**src/rtl/common_pkg.sv**
```systemverilog
// Shared types for the DPLL core: formula word, formula-stack sizing and
// the backtrack controller state encoding.
package common;

    // Formula-stack geometry; DEPTH_W indexes levels, counters are DEPTH_W+1 bits
    localparam int formula_stack_size       = 8;
    localparam int width_formula_stack_size = 3;

    // A formula snapshot as stored on the formula stack
    localparam int FORMULA_W = 16;
    typedef logic [FORMULA_W-1:0] formula;
    localparam formula zero_formula = '0;

    // Backtrack controller states
    typedef enum logic [2:0] {
        IDLE    = 3'd0,
        POP     = 3'd1,
        WAIT    = 3'd2,
        RESTORE = 3'd3,
        UNSAT   = 3'd4
    } bt_state_t;

endpackage

```
**src/rtl/branch_flag_stack.sv**
```systemverilog
// One "second branch already tried" bit per decision level. Written at the
// level being pushed, read combinationally at the topmost occupied level.
module branch_flag_stack #(
    parameter int DEPTH   = 8,
    parameter int DEPTH_W = 3
) (
    input  logic               clock,
    input  logic               reset,
    input  logic               wr_en,
    input  logic [DEPTH_W-1:0] wr_idx,
    input  logic               wr_bit,
    input  logic [DEPTH_W-1:0] rd_idx,
    output logic               rd_bit
);

    logic [DEPTH-1:0] flags_q;

    // Flag storage; stale bits above the current level are simply overwritten on the next push
    always_ff @(posedge clock) begin
        if (!reset) begin
            flags_q <= '0;
        end else if (wr_en) begin
            flags_q[wr_idx] <= wr_bit;
        end
    end

    assign rd_bit = flags_q[rd_idx];

endmodule

```
**src/rtl/backtrack_ctrl.sv**
```systemverilog
// Read-side backtrack controller for the DPLL formula stack. Tracks the
// decision level, pops on conflict until an open level is found, then hands
// the restored formula back to the solver or declares UNSAT.
//
// Handshake: decide and conflict are single-cycle strobes accepted only in
// IDLE; stack_pop is a one-cycle request and stack_dout is valid the
// following cycle; restore_valid is a one-cycle strobe qualifying
// restored_formula and restore_level.
module backtrack_ctrl
    import common::*;
#(
    parameter int DEPTH   = formula_stack_size,
    parameter int DEPTH_W = width_formula_stack_size
) (
    input  logic             clock,
    input  logic             reset,
    input  logic             decide,
    input  logic             decide_second,
    input  logic             conflict,
    input  logic             stack_empty,
    input  formula           stack_dout,
    output logic             stack_pop,
    output logic             restore_valid,
    output formula           restored_formula,
    output logic [DEPTH_W:0] restore_level,
    output logic [DEPTH_W:0] depth,
    output logic             busy,
    output logic             unsat,
    output logic             protocol_err,
    output logic [2:0]       dbg_state
);

    localparam logic [DEPTH_W:0] LVL_ONE  = {{DEPTH_W{1'b0}}, 1'b1};
    localparam logic [DEPTH_W:0] LVL_ZERO = '0;
    localparam logic [DEPTH_W:0] LVL_MAX  = (DEPTH_W+1)'(DEPTH);

    bt_state_t        state_q;
    logic [DEPTH_W:0] depth_q;
    logic [DEPTH_W:0] depth_m1;
    logic             tried_q;
    formula           formula_q;
    logic             restore_valid_q;
    logic [DEPTH_W:0] restore_level_q;
    logic             perr_q;

    logic             push_ok;
    logic             flag_rd;

    // A push is accepted only in IDLE, without a concurrent conflict, below saturation
    assign push_ok  = (state_q == IDLE) && decide && !conflict && (depth_q < LVL_MAX);
    assign depth_m1 = depth_q - LVL_ONE;

    branch_flag_stack #(
        .DEPTH   (DEPTH),
        .DEPTH_W (DEPTH_W)
    ) u_flags (
        .clock  (clock),
        .reset  (reset),
        .wr_en  (push_ok),
        .wr_idx (depth_q[DEPTH_W-1:0]),
        .wr_bit (decide_second),
        .rd_idx (depth_m1[DEPTH_W-1:0]),
        .rd_bit (flag_rd)
    );

    // Backtrack FSM with level counter, captured formula and sticky error
    always_ff @(posedge clock) begin
        if (!reset) begin
            state_q         <= IDLE;
            depth_q         <= LVL_ZERO;
            tried_q         <= 1'b0;
            formula_q       <= zero_formula;
            restore_valid_q <= 1'b0;
            restore_level_q <= LVL_ZERO;
            perr_q          <= 1'b0;
        end else begin
            restore_valid_q <= 1'b0;
            case (state_q)
                IDLE: begin
                    if (conflict) begin
                        // Conflict wins; a simultaneous push cannot be honoured
                        if (decide) begin
                            perr_q <= 1'b1;
                        end
                        state_q <= (depth_q == LVL_ZERO) ? UNSAT : POP;
                    end else if (decide) begin
                        if (depth_q < LVL_MAX) begin
                            depth_q <= depth_q + LVL_ONE;
                        end else begin
                            perr_q <= 1'b1;
                        end
                    end
                end
                POP: begin
                    if (decide || conflict) begin
                        perr_q <= 1'b1;
                    end
                    depth_q <= depth_m1;
                    tried_q <= flag_rd;
                    // Stack disagrees with our level count: give up rather than pop empty
                    if (stack_empty) begin
                        perr_q  <= 1'b1;
                        state_q <= UNSAT;
                    end else begin
                        state_q <= WAIT;
                    end
                end
                WAIT: begin
                    if (decide || conflict) begin
                        perr_q <= 1'b1;
                    end
                    formula_q <= stack_dout;
                    if (!tried_q) begin
                        state_q         <= RESTORE;
                        restore_valid_q <= 1'b1;
                        restore_level_q <= depth_q;
                    end else if (depth_q == LVL_ZERO) begin
                        state_q <= UNSAT;
                    end else begin
                        state_q <= POP;
                    end
                end
                RESTORE: begin
                    if (decide || conflict) begin
                        perr_q <= 1'b1;
                    end
                    state_q <= IDLE;
                end
                UNSAT: begin
                    state_q <= UNSAT;
                end
                default: begin
                    state_q <= IDLE;
                end
            endcase
        end
    end

    assign stack_pop        = (state_q == POP) && !stack_empty;
    assign restore_valid    = restore_valid_q;
    assign restored_formula = formula_q;
    assign restore_level    = restore_level_q;
    assign depth            = depth_q;
    assign busy             = (state_q != IDLE);
    assign unsat            = (state_q == UNSAT);
    assign protocol_err     = perr_q;
    assign dbg_state        = state_q;

endmodule

```
**config.mk**
```make
export PLATFORM = sky130hd
export DESIGN_NAME = backtrack_ctrl
export DESIGN_NICKNAME = d
export VERILOG_FILES = /design/src/rtl/common_pkg.sv /design/src/rtl/branch_flag_stack.sv /design/src/rtl/backtrack_ctrl.sv
export SDC_FILE = /design/constraint.sdc
export NUM_CORES = 1
export LEC_CHECK = 0
export ABC_AREA = 1
export ABC_CLOCK_PERIOD_IN_PS = 1700
export CORE_ASPECT_RATIO = 2
export CORE_MARGIN = 4
export CORE_UTILIZATION = 48
export CTS_BUF_LIST = sky130_fd_sc_hd__clkbuf_4 sky130_fd_sc_hd__clkbuf_8
export DETAILED_ROUTE_END_ITERATION = 6
export HOLD_SLACK_MARGIN = 0.06
export PLACE_DENSITY_LB_ADDON = 0.1
export RECOVER_POWER = 50
export SLEW_MARGIN = 30
export SYNTH_ARGS = -nofsm -noshare
export SYNTH_HDL_FRONTEND = slang
export SYNTH_SLANG_ARGS = --single-unit
```
**constraint.sdc**
```tcl
create_clock -name clock -period 1.7 [get_ports clock]
set_input_delay 0.34 -clock clock [delete_from_list [all_inputs] [get_ports clock]]
set_output_delay 0.34 -clock clock [all_outputs]
set_load 0.05 [all_outputs]
```
==> results.sh, run 1 <==
export IMPL_outcome="completed"
export IMPL_io_buffers=53
export IMPL_h_tree_depth=2
export IMPL_ir_drop_mv=1.07
export IMPL_synth_cell_area_sq_um=1780
export IMPL_fin_tns_setup_ps=0
export IMPL_grt_max_degree=18
export IMPL_cts_tree="done"
export IMPL_synth_distinct_cells=22
export IMPL_hold_buffers=0
export IMPL_grt_antenna_before_repair=0
export IMPL_tightest_slew_ps=611
export IMPL_crit_slowest_cell="dfxtp_2"
export IMPL_grt_ovfl_total=0
export IMPL_drt_wl_total_um=4480
export IMPL_via_count=1801
export IMPL_cts_buffers=5
export IMPL_diodes=0
export IMPL_clkTransAtPathRegs_ps=70
export IMPL_setup_viol=0
export IMPL_maxCapViolCount=0
export IMPL_ys_seq_area_share_pct=42.8
export IMPL_critPathRequiredTime_ps=1360
export IMPL_avgRoutedWirePerCell_um=12.2
export IMPL_die_area_sq_um=4790
export IMPL_detailedPlacementHpwl_um=3560
export IMPL_p_total_mw=3.74
export IMPL_end_kind="primary output"
export IMPL_grt_pass1_wl_um=7620
export IMPL_core_area_sq_um=3610
export IMPL_clock_skew_ps=8.54
export IMPL_finalHoldViolCount=0
export IMPL_critPathMostFrequentCell="nor2_4"
export IMPL_ios=54
export IMPL_p_leak_nw=1.06
export IMPL_crit_fanout=6
export IMPL_cp_arrival_ps=1270
export IMPL_synth_nets=285
export IMPL_netlist_instances=261
export IMPL_syn_avg_cell_area_sq_um=6.80
export IMPL_first_pass_iters=4
export IMPL_drive_gt1_share_pct=12.0
export IMPL_die_h_um=94.0
export IMPL_clockRootBuffer="clkbuf_8"
export IMPL_rsz0062_at_grt="no"
export IMPL_cp_start_kind="flop"
export IMPL_die_w_um=51.0
export IMPL_grt_total_usage_pct=21.0
export IMPL_clock_latency_ps=300
export IMPL_p_per_area_nw_per_um2=1590
export IMPL_area_growth_pct=32.6
export IMPL_finalCriticalPeriod_ps=1610
export IMPL_cts_buffer_depth=2
export IMPL_slew_viol_final=0
export IMPL_cts_sinks=38
export IMPL_post_cts_buffers=0
export IMPL_detail_route_antenna_nets=0
export IMPL_grt_pass1_vias=1783
export IMPL_critical_path_class="reg -> out"
export IMPL_vias_per_cell=4.92
export IMPL_gp_routability_congestion=0.879
export IMPL_route_detailed_drc=0
export IMPL_layout_nets=340
export IMPL_layout_worst_path_cycle_share_pct=94.7
export IMPL_hold_class="reg -> reg"
export IMPL_ys_warn_count=0
export IMPL_initialDrtViolationCount=18
export IMPL_crit_chain="nor2_4 > nand2_2 > nor2_4 > buf_12"
export IMPL_max_slew_margin_pct=59.4
export IMPL_rows=31
export IMPL_max_freq_mhz=621
export IMPL_cp_slowest_stage_delay_ps=390
export IMPL_start_util_pct=49.2
export IMPL_synth_seq_cells=38
==> repair_timing <==
action                     in CTS  in global routing
pin swaps                       0                  0
resized for setup               3                  1
setup endpoints to repair       1                  1
==> kinds of logic (layout without fill, tap and decap cells) <==
family                   count (synthesis)  after routing  synth area share [%]
XOR/XNOR                                 1              1                 0.493
AO/OA/AOI/OAI                           39             39                  11.3
flip-flops                              38             38                  42.8
AND/OR/NAND/NOR                        140            140                  33.3
adder cells (fa/ha/maj)                  2              2                  1.41
buffers and inverters                   41             97                  10.6
==> worst paths after layout <==
path,start,to,slack [ps],cells after the start
min,protocol_err$_SDFFE_PN0P_,protocol_err$_SDFFE_PN0P_,450,2
max,dbg_state[2]$_SDFFE_PN0P_,stack_pop,90,4
min reg2reg,protocol_err$_SDFFE_PN0P_,protocol_err$_SDFFE_PN0P_,450,2
max reg2reg,depth[1]$_SDFFE_PN0P_,depth[3]$_SDFFE_PN0P_,120,8
==> where the power goes <==
group	total, mW	leakage (nW)	switching [mW]	internal, mW
Combinational	1.91	0.696	1.27	0.640
Sequential	1.19	0.309	0.153	1.03
Clock	0.647	0.0515	0.321	0.327
==> per-layer routing <==
metal | vias up | track usage (%) | wire, um
li1 | 922 | - | -
met1 | 808 | 17.9 | 1510
met2 | 57 | 41.4 | 2590
met3 | 14 | 4.93 | 205
met4 | 0 | 11.9 | 170
met5 | - | 0 | 0
==> critical path: cells and delay by family, from the launching register on <==
family	cells	cell delay, ps
flip-flops	1	390
AND/OR/NAND/NOR	3	430
buffers and inverters	1	150
==> synthesized netlist by cell type, drive strengths merged <==
cell     n  area share [%]
inv     29             6.1
xnor2    1            0.49
dfxtp   38              43
a21oi   14             3.9
buf      8             3.5
nand2   51              11
nand4    1            0.35
and2     1            0.35
nand3   23             6.5
nor2    64              15
o21ai   24             6.8
ha       2             1.4
clkbuf   4            0.92
a21boi   1            0.63
==> through the flow <==
stage | cell area, sq um | utilization, % | setup WS (ps) | hold slack, ps | instances
floorplan | 1790 | - | 10.2 | 436 | 261
global route | 2350 | 65.3 | 29.6 | 483 | 366
CTS | 2450 | 68.0 | 9.72 | 460 | 366
detailed placement | 2350 | 65.1 | 4.03 | 450 | 358
finish | 2350 | 65.3 | 89.8 | 452 | 366
global placement | 2350 | 65.1 | 35.5 | 443 | 358
==> final cells by class <==
cell class,count,area (sq um)
clock buffers,6,82.6
clock inverters,2,11.3
fillers,355,1250
inverters,29,109
multi-input cells,182,845
flip-flops and latches,38,767
well taps,49,61.3
repair buffers,60,479
==> cells in the final DEF (no fill, tap or decap), drive strengths merged <==
master,instances
nor2,64
nand2,51
dfxtp,38
clkbuf,34
inv,30
o21ai,24
nand3,23
clkdlybuf4s50,21
a21oi,14
buf,11
ha,2
and2,1
a21boi,1
xnor2,1
nand4,1
clkinv,1
==> flip-flops by register name, indices dropped and copies added (netlist names) <==
register          cells
dbg_state             3
depth                 4
protocol_err          1
restore_level         4
restore_valid         1
restored_formula     16
tried_q               1
u_flags.flags_q       8
Power figures use the tool's default switching activity.
==> run 2: changes to the inputs <==
Settings changed: PLACE_DENSITY set to 0.87, PLACE_DENSITY_LB_ADDON 0.1 to unset.
==> run 2 against run 1 <==
Against the previous run: via count increased by 2.9%; maximum frequency down 0.25%; global-route usage is 1.4 points higher; final area grew 1.9%; critical endpoint unchanged; largest cell class unchanged; highest routed layer unchanged.
==> results.sh, run 2 (synthesized netlist as in run 1, its figures left out) <==
export IMPL_detailedPlacementHpwl_um=3590
export IMPL_post_cts_buffers=0
export IMPL_route_detailed_drc=0
export IMPL_crit_slowest_cell="dfxtp_1"
export IMPL_initialDrtViolationCount=60
export IMPL_swShare_pct=45.1
export IMPL_p_int_mw=2.14
export IMPL_max_slew_margin_pct=57.9
export IMPL_maxCapViolCount=0
export IMPL_cp_start_kind="flop"
export IMPL_ios=54
export IMPL_grt_max_degree=21
export IMPL_drive_gt1_share_pct=11.4
export IMPL_hold_buffers=0
export IMPL_die_area_sq_um=4790
export IMPL_cts_buffer_depth=2
export IMPL_fill_cells=309
export IMPL_timing_rr_start="dbg_state[0]$_SDFFE_PN0P_"
export IMPL_grt_antenna_before_repair=0
export IMPL_layout_worst_path_cycle_share_pct=95.0
export IMPL_critPathRequiredTime_ps=1360
export IMPL_outcome="completed"
export IMPL_grt_pass1_vias=1941
export IMPL_grt_total_usage_pct=22.4
export IMPL_rows=31
export IMPL_seqCellArea_sq_um=766
export IMPL_p_total_mw=3.90
export IMPL_multi_input_area_sq_um=835
export IMPL_switchingPower_mw=1.76
export IMPL_finalCriticalPeriod_ps=1610
export IMPL_die_h_um=94.0
export IMPL_avgRoutedWirePerCell_um=13.0
export IMPL_cts_sinks=38
export IMPL_critical_path_class="reg -> out"
export IMPL_crit_fanout=5
export IMPL_tightest_slew_ps=634
export IMPL_slew_viol_final=0
export IMPL_rsz0062_at_grt="no"
export IMPL_area_growth_pct=35.1
export IMPL_pwr_share_comb_pct=50.0
export IMPL_p_per_area_nw_per_um2=1630
export IMPL_via_count=1854
export IMPL_max_freq_mhz=620
export IMPL_grt_pass1_wl_um=8200
export IMPL_layout_common_cells="nor2_1 (59), nand2_1 (48), dfxtp_1 (36)"
export IMPL_dp_cells=358
export IMPL_end_kind="primary output"
export IMPL_start_util_pct=49.2
export IMPL_post_cts_resized=2
export IMPL_cp_startpoint="dbg_state[2]$_SDFFE_PN0P_"
export IMPL_first_pass_iters=4
export IMPL_clock_latency_ps=300
export IMPL_p_clk_share_pct=20.1
export IMPL_core_area_sq_um=3610
export IMPL_final_cells=366
export IMPL_crit_chain="nor2_2 > nand2_2 > nor2_4 > buf_12"
export IMPL_h_tree_depth=2
export IMPL_cp_slowest_stage_delay_ps=350
export IMPL_clock_skew_ps=9.69
export IMPL_hp_start="protocol_err$_SDFFE_PN0P_"
export IMPL_cts_tree="done"
export IMPL_cp_arrival_ps=1270
export IMPL_largest_reg_flops=16
export IMPL_io_buffers=53
export IMPL_p_leak_nw=1.08
export IMPL_setup_viol=0
export IMPL_p_seq_share_pct=29.9
export IMPL_gp_routability_congestion=0.930
export IMPL_drt_wl_total_um=4770
export IMPL_detail_route_antenna_nets=0
export IMPL_layout_nets=340
export IMPL_vias_per_cell=5.07
export IMPL_clockRootBuffer="clkbuf_8"
export IMPL_final_common_cell="nor2_1"
export IMPL_ir_drop_mv=1.38
export IMPL_diodes=0
export IMPL_cts_buffers=5
export IMPL_grt_ovfl_total=0
export IMPL_hold_class="reg -> reg"
export IMPL_finalHoldViolCount=0
export IMPL_clkTransAtPathRegs_ps=80
export IMPL_die_w_um=51.0
==> run 2: final timing paths <==
kind / depth (start not counted) / end / slack [ps]
max: 4 / stack_pop / 90
min: 2 / protocol_err$_SDFFE_PN0P_ / 460
max reg2reg: 6 / restored_formula[14]$_SDFFE_PN0N_ / 130
min reg2reg: 2 / protocol_err$_SDFFE_PN0P_ / 460
==> run 2: power by group through the flow <==
| stage | registers [mW] | logic, mW | clock network [mW] |
|---|---|---|---|
| global route | 1.19 | 2.12 | 0.829 |
| global placement | 1.18 | 2.00 | 0 |
| finish | 1.17 | 1.95 | 0.786 |
| CTS | 1.18 | 2.03 | 0.794 |
| detailed placement | 1.19 | 2.02 | 0 |
| floorplan | 1.56 | 0.919 | 0 |
==> run 2: worst max-delay path, delay by kind of cell (launching register included) <==
family	cells	cell delay, ps
and+or+nand+nor	3	480
buffers and inverters	1	150
DFF	1	350
==> run 2: layout make-up <==
cell class              count  area share [%]
clock buffers               6            3.18
repair buffers             60            21.4
inverters                  29            4.54
clock inverters             2            1.56
multi-input cells         182            34.8
well taps                  49            2.56
flip-flops and latches     38            31.9
==> run 2: routing by layer <==
metal  vias to the layer above  track usage, %  share of wire (%)
met5                         -               0                  0
met4                         0            16.0                5.3
met3                        23            4.29                5.6
met2                        73            41.6                 55
met1                       834            20.5                 34
li1                        924               -                  -
==> run 2: per-stage QoR <==
step                      setup TNS (ps)  instance area [sq um]  setup slack [ps]  util (%)  hold WS [ps]
final                                  0                   2400              85.8      66.5           457
after global routing                   0                   2400              4.72      66.5           490
after CTS                              0                   2500              10.3      69.4           460
after detailed placement           -11.6                   2390             -5.91      66.1           448
after global placement                 0                   2390              41.8      66.1           442
after floorplan                        0                   1790              10.2         -           436
